**src/rtl/sys_tx_ctrl.sv**
```systemverilog
`default_nettype none
`timescale 1ns/1ps
// ============================================================================
// sys_tx_ctrl : serialises 1-byte read responses / 2-byte ALU results onto
//               the UART TX parallel handshake.                Rev 1.0
// ============================================================================
module sys_tx_ctrl #(
   parameter int DATA_WIDTH = 8,
   parameter int ALU_WIDTH  = 2 * DATA_WIDTH
) (
   input  logic                  CLK,
   input  logic                  RST,
   input  logic [DATA_WIDTH-1:0] RD_DATA,
   input  logic                  RD_DATA_VLD,
   input  logic [ALU_WIDTH-1:0]  ALU_OUT,
   input  logic                  ALU_OUT_VLD,
   input  logic                  TX_BUSY,
   output logic [DATA_WIDTH-1:0] TX_P_DATA,
   output logic                  TX_D_VLD,
   output logic                  CTRL_BUSY,
   output logic [7:0]            DROP_CNT
);

   typedef enum logic [1:0] {
      ST_IDLE      = 2'd0,
      ST_HOLD      = 2'd1,
      ST_REQ       = 2'd2,
      ST_WAIT_DONE = 2'd3
   } state_t;

   state_t                state_q;
   logic                  idx_q;
   logic                  last_q;
   logic [ALU_WIDTH-1:0]  buf_q;
   logic [DATA_WIDTH-1:0] tx_data_q;
   logic                  tx_vld_q;
   logic                  busy_q;
   logic [7:0]            drop_q;

   logic [1:0]            w_drop_inc;
   logic [8:0]            w_drop_sum;
   logic [7:0]            drop_d;

   // In IDLE only the losing RD strobe of a collision is rejected.
   always_comb begin
      w_drop_inc = 2'd0;
      if (state_q == ST_IDLE) begin
         w_drop_inc = {1'b0, ALU_OUT_VLD & RD_DATA_VLD};
      end else begin
         w_drop_inc = {1'b0, ALU_OUT_VLD} + {1'b0, RD_DATA_VLD};
      end
      w_drop_sum = {1'b0, drop_q} + {7'b0, w_drop_inc};
      drop_d     = w_drop_sum[8] ? 8'hFF : w_drop_sum[7:0];
   end

   always_ff @(posedge CLK) begin
      if (RST) begin
         state_q   <= ST_IDLE;
         idx_q     <= 1'b0;
         last_q    <= 1'b0;
         buf_q     <= '0;
         tx_data_q <= '0;
         tx_vld_q  <= 1'b0;
         busy_q    <= 1'b0;
         drop_q    <= 8'd0;
      end else begin
         drop_q <= drop_d;
         case (state_q)
            ST_IDLE: begin
               if (ALU_OUT_VLD || RD_DATA_VLD) begin
                  idx_q  <= 1'b0;
                  last_q <= ~ALU_OUT_VLD;
                  busy_q <= 1'b1;
                  buf_q  <= ALU_OUT_VLD ? ALU_OUT
                                        : {{(ALU_WIDTH-DATA_WIDTH){1'b0}}, RD_DATA};
                  if (!TX_BUSY) begin
                     state_q   <= ST_REQ;
                     tx_vld_q  <= 1'b1;
                     tx_data_q <= ALU_OUT_VLD ? ALU_OUT[DATA_WIDTH-1:0] : RD_DATA;
                  end else begin
                     state_q <= ST_HOLD;
                  end
               end
            end
            // A Busy left over from a previous byte must clear before requesting.
            ST_HOLD: begin
               if (!TX_BUSY) begin
                  state_q   <= ST_REQ;
                  tx_vld_q  <= 1'b1;
                  tx_data_q <= idx_q ? buf_q[2*DATA_WIDTH-1:DATA_WIDTH]
                                     : buf_q[DATA_WIDTH-1:0];
               end
            end
            ST_REQ: begin
               if (TX_BUSY) begin
                  state_q  <= ST_WAIT_DONE;
                  tx_vld_q <= 1'b0;
               end
            end
            ST_WAIT_DONE: begin
               if (!TX_BUSY) begin
                  if (!last_q) begin
                     idx_q     <= 1'b1;
                     last_q    <= 1'b1;
                     state_q   <= ST_REQ;
                     tx_vld_q  <= 1'b1;
                     tx_data_q <= buf_q[2*DATA_WIDTH-1:DATA_WIDTH];
                  end else begin
                     state_q <= ST_IDLE;
                     busy_q  <= 1'b0;
                  end
               end
            end
            default: begin
               state_q  <= ST_IDLE;
               tx_vld_q <= 1'b0;
               busy_q   <= 1'b0;
            end
         endcase
      end
   end

   assign TX_P_DATA = tx_data_q;
   assign TX_D_VLD  = tx_vld_q;
   assign CTRL_BUSY = busy_q;
   assign DROP_CNT  = drop_q;

endmodule
`default_nettype wire

```
**config.mk**
```make
export PLATFORM = sky130hd
export DESIGN_NAME = sys_tx_ctrl
export DESIGN_NICKNAME = d
export VERILOG_FILES = /design/src/rtl/sys_tx_ctrl.sv
export SDC_FILE = /design/constraint.sdc
export NUM_CORES = 1
export LEC_CHECK = 0
export BUFFER_PORTS_ARGS = -buffer_cell sky130_fd_sc_hd__buf_4
export CELL_PAD_IN_SITES_DETAIL_PLACEMENT = 1
export CELL_PAD_IN_SITES_GLOBAL_PLACEMENT = 1
export CORE_UTILIZATION = 42
export DETAILED_ROUTE_END_ITERATION = 12
export PLACE_DENSITY = 0.81
export SLEW_MARGIN = 40
export SYNTH_ARGS = -nofsm -noshare
export SYNTH_HDL_FRONTEND = slang
export SYNTH_SLANG_ARGS = --single-unit
```
**constraint.sdc**
```tcl
create_clock -name CLK -period 5.1 [get_ports CLK]
set_input_delay 1.02 -clock CLK [delete_from_list [all_inputs] [get_ports CLK]]
set_output_delay 1.02 -clock CLK [all_outputs]
set_load 0.005 [all_outputs]
```
Word level (Yosys, flattened, before mapping). Cells that the tools add are included.

Register bits: 38. Input port bits: 29. Output and inout port bits: 18. Logic and storage cells: 66.

$add $sub $neg: 2. Equality and inequality tests: 10. Muxes and demuxes: 33. Bitwise logic cells: 2. Reduce and logical (&&, ||, !) cells: 11.

Operators by type and width (count): $mux W8 (8); $pmux W8 S3 (1); $mux W16 (1); $reduce_and A4 Y1 (4); $mux W2 (7); $ne A2 B2 Y1 const B (6); $mux W1 (11); $add A8 B2 Y9 (1); $pmux W2 S4 (1); $pmux W1 S2 (3); $reduce_and A6 Y1 (1); $eq A2 B2 Y1 const B (2); $pmux W1 S4 (1); $reduce_and A3 Y1 (1); $reduce_bool A3 Y1 (1); $add A1 B1 Y2 (1); $eq A2 B1 Y1 const B (1); $logic_not A2 Y1 (1); $ne A2 B1 Y1 const B (1); $reduce_and A2 Y1 (1); $reduce_bool A2 Y1 (1); $and A1 B1 Y1 (1); $logic_or A1 B1 Y1 (1); $not A1 Y1 (1).

Longest topological paths before layout. Gate-level depths: netlist of run 1.

Depth in word-level cells: 4. Gate-level depth with buffers: 11. Depth with buffers taken out: 9.

Worst setup path after synthesis of run 1. OpenSTA, ideal clock, no wires.

Kind: input-to-reg. Start: in ALU_OUT_VLD. End: reg drop_q[6], in the netlist DROP_CNT[6]. Setup time: 0.132 ns. Arrival time: 3.004 ns. Required time: 4.968 ns. Path slack: 1.964 ns. Stages: 11. Path buffers: 2. Cell sequence: buf_2 buf_2 inv_1 ha_1 mux2_2 ha_1 inv_1 fa_1 nor2b_1 nor4bb_1 nor3_1.

Cells in the longest elaborated chain, start to end: 4. Elaborated cells on any way between the ends: 5. Classes of those cells: add/sub (2); mux (2); bitwise (1).

RTL lines: start: declaration (RTL line 16) `input logic ALU_OUT_VLD,`; $add A1 B1 Y2 or $and A1 B1 Y1 (tied branches) (RTL line 50, 48); $mux W2 * (RTL line 47) `if (state_q == ST_IDLE) begin`; $add A8 B2 Y9 * (RTL line 52) `w_drop_sum = {1'b0, drop_q} + {7'b0, w_drop_inc};`; $mux W8 * (RTL line 53) `drop_d = w_drop_sum[8] ? 8'hFF : w_drop_sum[7:0];`; end signal: assignment (RTL line 67) `drop_q <= drop_d;`; end: declaration (RTL line 38) `logic [7:0] drop_q;`.

Every way passes the cells marked *; elsewhere a longest branch is shown, timed or not. A chain may end at the register's enable or synchronous reset.

Final worst setup path of run 1.
Start: in ALU_OUT_VLD. End: reg drop_q[0], in the netlist DROP_CNT[0].

Same word-level chain as after synthesis.

==> flow_summary_export.csv, run 1 <==
group,metric,value,unit
die,std_cell_rows,24,
yosys,ys_ff_latch,38,
power,p_leak,0.999,nW
clock_tree,clock_latency,0.29,ns
die,ioPinCount,47,
timing,finClkSkew,0.00408,ns
place,gp_congestion,0.805,
critical_path,crit_family,"adder cells",
critical_path,arrival,3.21,ns
yosys,synth_nets,256,
critical_path,cp_slowest_cell,"fa_1",
timing,setup_viol_count_final,0,
clock_tree,cts_resized,0,
critical_path,path_class,"input port to flop",
place,placed_cell_area,2270,um^2
yosys,synth_edf_count,0,
yosys,synthCells,222,
critical_path,reg2reg_slack,2.35,ns
worst_hold_path,min_to,"buf_q[14]$_SDFFE_PP0P_",
critical_path,reg2regPathDepth,8,
yosys,ys.flop_type,"dfxtp_1",
job,drv_cap,0,
timing,worst_pin_slew,0.707,ns
die,die_w,70.2,um
drt,wirelength,5.02,mm
cells_and_area,final_area,2370,um^2
yosys,ys_warn_count,0,
timing,fin_crit_sh,58.5,%
clock_tree,tritoncts,"done",
critical_path,max_stage_delay,0.40,ns
global_routing,grt_pass1_vias,1851,
die,die_area,4930,um^2
drt,avgRoutedWirePerCell,16.2,um
timing,hold_viol,0,
place,pre_cts_ws,1.81,ns
drt,ant_nets,0,
worst_hold_path,hp-start,"buf_q[14]$_SDFFE_PP0P_",
timing,drv_slew,0,
critical_path,rr_startpoint,"state_q[1]$_SDFFE_PP0P_",
timing,setup_slack,2.11,ns
clock_tree,cts.clk_slew.worst_paths,0.07,ns
critical_path,end_kind,"flop",
place,detailed_place_hpwl,3.60,mm
clock_tree,cts_buffers,5,
drt,drc,0,
drt,vias,1784,
place,place_inst,301,
run_status,status,"finished, final reports clean",
die,start_util,44.2,%
critical_path,critPathLaunchType,"input port",
die,die-height,70.2,um
cells_and_area,fin_cells,310,
worst_hold_path,worstHoldPathType,"flop to flop",
cells_and_area,final_common_cell,"buf_4",
place,io_buffers,46,
clock_tree,post_cts_buffers,0,
timing,setup-tns-final,0,ns
yosys,yosysUniqueCellTypes,50,
timing,slew_headroom,52.8,%
global_routing,antenna_found_initial,0,
timing,max_freq,335,MHz
clock_tree,postCtsHoldBufs,0,
global_routing,grt_max_degree,34,
power,vdd_ir_drop_max,0.150,mV
global_routing,grt_usage,22.4,%
critical_path,critPathMaxFanout,18,
die,core-area,4410,um^2
timing,rsz0062_at_grt,"no",
yosys,syn-cell-area,1950,um^2
global_routing,grt-ovfl-total,0,
drt,routed_via_density,5.75,
timing,fin_crit,2.99,ns
clock_tree,clk_path_buf_depth,2,
yosys,yosysSeqAreaShare,38.9,%
yosys,synthArstFlopShare,0,%
timing,holdWs,0.455,ns
clock_tree,h-tree-depth,2,
drt,drt_iter0_markers,82,
yosys,syn_area_per_cell,8.80,um^2
clock_tree,cts.sinks,38,
cells_and_area,layout_common_cells,"46 x buf_4, 37 x dfxtp_1, 18 x nor2_1",
cells_and_area,layout.nets,291,
critical_path,critPathBufInv,3,
global_routing,grt_pass1_wl,8.77,mm
worst_hold_path,hold_depth,2,
critical_path,crit_chain,"buf_4 > inv_1 > ha_1 > mux2_2 > ha_1 > inv_1 > fa_1 > nor2b_1 > nand3_1 > a21oi_1",
clock_tree,cts_root_buf,"clkbuf_8",
cells_and_area,drive_above_1_share,25.6,%
critical_path,reg2reg_to,"DROP_CNT[0]$_SDFF_PP0_",
cells_and_area,syn2layout_area_growth,21.3,%
critical_path,crit_required,5.33,ns
drt,first_pass_iters,4,
cells_and_area,antennaDiodeCount,0,
power,pwr_density_cell,288,nW/um^2
[per-stage QoR]
step	util, %	power [mW]
after CTS	53.4	0.686
final	53.7	0.683
after floorplan	-	0.422
after global placement	51.3	0.468
after global routing	53.7	0.719
after detailed placement	51.3	0.473
[metal layers]
metal | global-route usage (%) | wire, um | vias to the layer above | part of all wire, %
met5 | 0 | 0 | - | 0
met4 | 6.44 | 56 | 0 | 1.1
met3 | 5.34 | 186 | 6 | 3.7
met2 | 37.2 | 2450 | 39 | 49
met1 | 28.8 | 2320 | 855 | 46
li1 | - | - | 884 | -
[how the worst max path moves through the flow]
stage | startpoint | to | slack (ns) | cells past startpoint
floorplan | ALU_OUT_VLD | DROP_CNT[6]$_SDFF_PP0_ | 1.96 | 11
global placement | ALU_OUT_VLD | DROP_CNT[6]$_SDFF_PP0_ | 1.96 | 10
detailed placement | ALU_OUT_VLD | DROP_CNT[6]$_SDFF_PP0_ | 1.81 | 10
CTS | ALU_OUT_VLD | DROP_CNT[4]$_SDFF_PP0_ | 2.12 | 10
global route | ALU_OUT_VLD | DROP_CNT[4]$_SDFF_PP0_ | 1.84 | 10
finish | ALU_OUT_VLD | DROP_CNT[0]$_SDFF_PP0_ | 2.11 | 10
[synth_stat cells (2+ instances only)]
library cell,n,area (um^2)
a211o_1,4,35.0
a211oi_1,6,45.0
a21o_1,2,15.0
a21oi_1,17,85.1
a311oi_1,2,17.5
a31oi_1,5,31.3
a41o_1,2,20.0
and3_1,2,12.5
and4_1,2,17.5
buf_2,9,45.0
buf_4,2,15.0
clkbuf_1,7,26.3
dfxtp_1,38,761
ha_1,4,50.1
inv_1,10,37.5
mux2_2,5,56.3
mux2i_1,4,40.0
nand2_1,14,52.6
nand2b_1,4,25.0
nand3_1,11,55.1
nor2_1,18,67.6
nor3_1,5,25.0
o2111a_1,2,22.5
o2111ai_1,3,26.3
o211ai_1,3,22.5
o21a_1,2,15.0
o21ai_0,7,35.0
o221ai_1,3,26.3
o311a_1,2,20.0
o31ai_1,3,22.5
or3_1,3,18.8
or4b_1,3,30.0
[where the power goes]
part,leakage (nW),switching [mW],internal [mW],total (mW)
Clock,0.0482,0.106,0.109,0.215
Combinational,0.639,0.0646,0.0641,0.129
Sequential,0.312,0.0198,0.319,0.339
[state kept, by name, indices dropped and copies added (netlist names)]
| register | cells |
|---|---|
| last_q | 1 |
| TX_P_DATA | 8 |
| state_q | 2 |
| idx_q | 1 |
| buf_q | 16 |
| CTRL_BUSY | 1 |
| DROP_CNT | 8 |
| TX_D_VLD | 1 |
[cell type report]
cell class              instances  area (um^2)
repair buffers                 47          357
inverters                      10         37.5
fillers                       551         2040
multi-input cells             155         1060
flip-flops and latches         38          762
clock buffers                   7         86.3
clock inverters                 1         5.00
well taps                      52         65.1
[cells by family after synthesis]
| family | count (synthesis) | share of synthesized area, % |
|---|---|---|
| AOI/OAI and AO/OA | 67 | 24.3 |
| muxes | 9 | 4.93 |
| and+or+nand+nor | 74 | 21.3 |
| buffers and inverters | 29 | 6.92 |
| adders and majority gates | 5 | 3.59 |
| DFF | 38 | 38.9 |
[tightest hold or removal path: stages, from the launching register on]
cell     delay, ns
dfxtp_1       0.31
nand2_1       0.05
a21oi_1       0.05
Power figures use the tool's default switching activity.
==> inputs of run 2 (changes only) <==
- ABC_AREA: not set -> 1
- CORE_UTILIZATION: 42 -> 33
- PLACE_DENSITY: 0.81 -> 0.72
- clock period: 5.1 -> 2.42 ns (I/O delays scaled with it)
==> flow_summary_export.csv, run 2 <==
group,metric,value,unit
run_status,status,"finished, final reports clean",
drt,ant_nets,0,
yosys,synth_edf_count,0,
drt,wirelength,5.35,mm
timing,max_freq,459,MHz
critical_path,max_stage_delay,0.45,ns
yosys,ys_ff_latch,38,
die,die-height,79.3,um
die,ioPinCount,47,
timing,holdWs,0.465,ns
yosys,synthCells,300,
timing,rsz0062_at_grt,"no",
yosys,ys_warn_count,0,
global_routing,grt_pass1_vias,1963,
job,drv_cap,0,
cells_and_area,antennaDiodeCount,0,
clock_tree,cts_root_buf,"clkbuf_8",
place,gp_congestion,0.794,
yosys,synth_nets,334,
critical_path,end_kind,"flop",
global_routing,grt-ovfl-total,0,
clock_tree,post_cts_buffers,0,
global_routing,grt_usage,18.6,%
die,start_util,34.9,%
yosys,synth_common_cells,"98 x nand2_1, 38 x dfxtp_1, 35 x nor2_1",
clock_tree,clk_path_buf_depth,2,
worst_hold_path,hold_depth,3,
place,io_buffers,46,
yosys,syn_area_per_cell,6.57,um^2
timing,slew_headroom,56.7,%
critical_path,cp_slowest_cell,"dfxtp_1",
yosys,yosysMostFrequentCell,"nand2_1",
critical_path,cpMostUsedCell,"inv_1",
critical_path,critPathBufInv,5,
critical_path,reg2regPathDepth,14,
cells_and_area,syn2layout_area_growth,24.1,%
die,die_w,79.3,um
critical_path,rr_startpoint,"state_q[0]$_SDFFE_PP0P_",
yosys,yosysSeqAreaShare,38.6,%
global_routing,antenna_found_initial,0,
critical_path,critPathLaunchType,"flop",
timing,drv_slew,0,
yosys,synth_area_leaders,"dfxtp_1 39%, nand2_1 19%, nor2_1 6.7%, nand3_1 6.6%, inv_1 6.3%",
clock_tree,cts.clk_slew.worst_paths,0.07,ns
worst_hold_path,min_to,"buf_q[13]$_SDFFE_PP0P_",
timing,fin_crit,2.18,ns
yosys,ys.flop_type,"dfxtp_1",
die,std_cell_rows,27,
die,die_area,6280,um^2
worst_hold_path,worstHoldPathType,"input port to flop",
cells_and_area,largest_register_ffs,16,
die,core-area,5640,um^2
cells_and_area,final_common_cell,"nand2_1",
clock_tree,cts_resized,0,
critical_path,arrival,2.41,ns
drt,vias,1963,
yosys,yosysUniqueCellTypes,23,
critical_path,critPathMaxFanout,5,
timing,setup-tns-final,0,ns
clock_tree,cts_buffers,5,
clock_tree,postCtsHoldBufs,0,
yosys,synthArstFlopShare,0,%
critical_path,path_class,"flop to flop",
global_routing,grt_max_degree,24,
power,vdd_ir_drop_max,0.218,mV
worst_hold_path,hp-start,"ALU_OUT[13]",
drt,routed_via_density,4.73,
cells_and_area,seq_area,761,um^2
critical_path,crit_chain,"nor2_4 > inv_1 > nand2_1 > nand2_1 > ha_1 > inv_1 > fa_1 > inv_1 > nand2_1 > inv_1 > nand2_1 > nor3_1 > o21ai_0 > inv_1",
global_routing,grt_pass1_wl,9.02,mm
drt,drc,0,
yosys,syn-cell-area,1970,um^2
cells_and_area,fill_cells,764,
clock_tree,cts.sinks,38,
yosys,synth_top_cell_area_share,38.6,%
critical_path,crit_required,2.65,ns
timing,worst_pin_slew,0.648,ns
cells_and_area,drive_above_1_share,19.0,%
drt,drt_iter0_markers,42,
timing,hold_viol,0,
power,p_leak,1.22,nW
cells_and_area,top_register,"buf_q",
clock_tree,clock_latency,0.29,ns
critical_path,reg2reg_slack,0.24,ns
critical_path,crit_family,"simple AND/OR/NAND/NOR gates",
timing,finClkSkew,0.00288,ns
drt,first_pass_iters,4,
cells_and_area,layout.nets,378,
clock_tree,h-tree-depth,2,
critical_path,reg2reg_to,"DROP_CNT[4]$_SDFF_PP0_",
yosys,synth_area_leader_cell,"dfxtp_1",
timing,setup_viol_count_final,0,
power,pwr_density_cell,600,nW/um^2
cells_and_area,layout_common_cells,"98 x nand2_1, 49 x buf_4, 38 x dfxtp_1",
drt,avgRoutedWirePerCell,12.9,um
clock_tree,tritoncts,"done",
timing,fin_crit_sh,90.0,%
place,detailed_place_hpwl,3.94,mm
cells_and_area,multi_input_area,1010,um^2
[run 2: cell count changes after synthesis, moves of 5 or more]
cell,previous run,this run
inv_1,10,33
nand3_1,11,26
a211oi_1,6,0
a31oi_1,5,0
mux2_2,5,0
nand2_1,14,98
nor2_1,18,35
[run 2: layout make-up]
class / count / share of cell area (%)
flip-flops and latches: 38 / 31.1
repair buffers: 49 / 15.0
well taps: 72 / 3.68
clock buffers: 6 / 3.38
inverters: 36 / 5.58
multi-input cells: 214 / 41.2
[run 2: layer usage]
metal,GRT usage [%],share of wire (%),up-vias
met5,0,0,-
met4,5.45,1.1,0
met3,4.25,3.1,6
met2,31.6,49,30
met1,23.3,47,910
li1,-,-,1017
[run 2: worst max-delay path by stage]
stage | start | end | slack, ns | depth (start not counted)
after floorplan | ALU_OUT_VLD | DROP_CNT[4]$_SDFF_PP0_ | 0.07 | 15
after global placement | ALU_OUT_VLD | DROP_CNT[4]$_SDFF_PP0_ | 0.05 | 15
after detailed placement | ALU_OUT_VLD | DROP_CNT[4]$_SDFF_PP0_ | 0.002 | 15
after CTS | state_q[0]$_SDFFE_PP0P_ | DROP_CNT[4]$_SDFF_PP0_ | 0.20 | 14
after global routing | state_q[0]$_SDFFE_PP0P_ | DROP_CNT[4]$_SDFF_PP0_ | 0.01 | 14
final | state_q[0]$_SDFFE_PP0P_ | DROP_CNT[4]$_SDFF_PP0_ | 0.24 | 14
[run 2: kinds of logic (layout without fill, tap and decap cells)]
| family | after synthesis | after routing | share of synthesized area [%] |
|---|---|---|---|
| compound gates | 36 | 36 | 10.2 |
| simple gates | 171 | 171 | 36.4 |
| buf+inv | 48 | 91 | 10.3 |
| flops | 38 | 38 | 38.6 |
| fa+ha+maj | 5 | 5 | 3.56 |
| xor+xnor | 2 | 2 | 0.889 |
[run 2: stage by stage]
step / instances / instance area [um^2] / power [mW] / worst slack, ns / util, %
after floorplan: 300 / 1970 / 0.922 / 0.0729 / -
after global placement: 409 / 2360 / 1.04 / 0.0514 / 41.9
after detailed placement: 409 / 2360 / 1.05 / 0.00214 / 41.9
after CTS: 415 / 2440 / 1.49 / 0.198 / 43.3
after global routing: 415 / 2440 / 1.56 / 0.00955 / 43.3
final: 415 / 2440 / 1.47 / 0.243 / 43.3
[run 2: worst reg2reg max path, stage by stage, from the launching register on]
cell and delay [ns]:
dfxtp_1 0.45, nor2_4 0.07, inv_1 0.10, nand2_1 0.06, nand2_1 0.06, ha_1 0.15, inv_1 0.06, fa_1 0.39
inv_1 0.07, nand2_1 0.06, inv_1 0.12, nand2_1 0.08, nor3_1 0.22, o21ai_0 0.15, inv_1 0.10
[run 2: power by group]
part           total, mW  internal (mW)  switching [mW]
Combinational      0.320          0.138           0.182
Clock              0.437          0.220           0.217
Sequential         0.710          0.678          0.0313
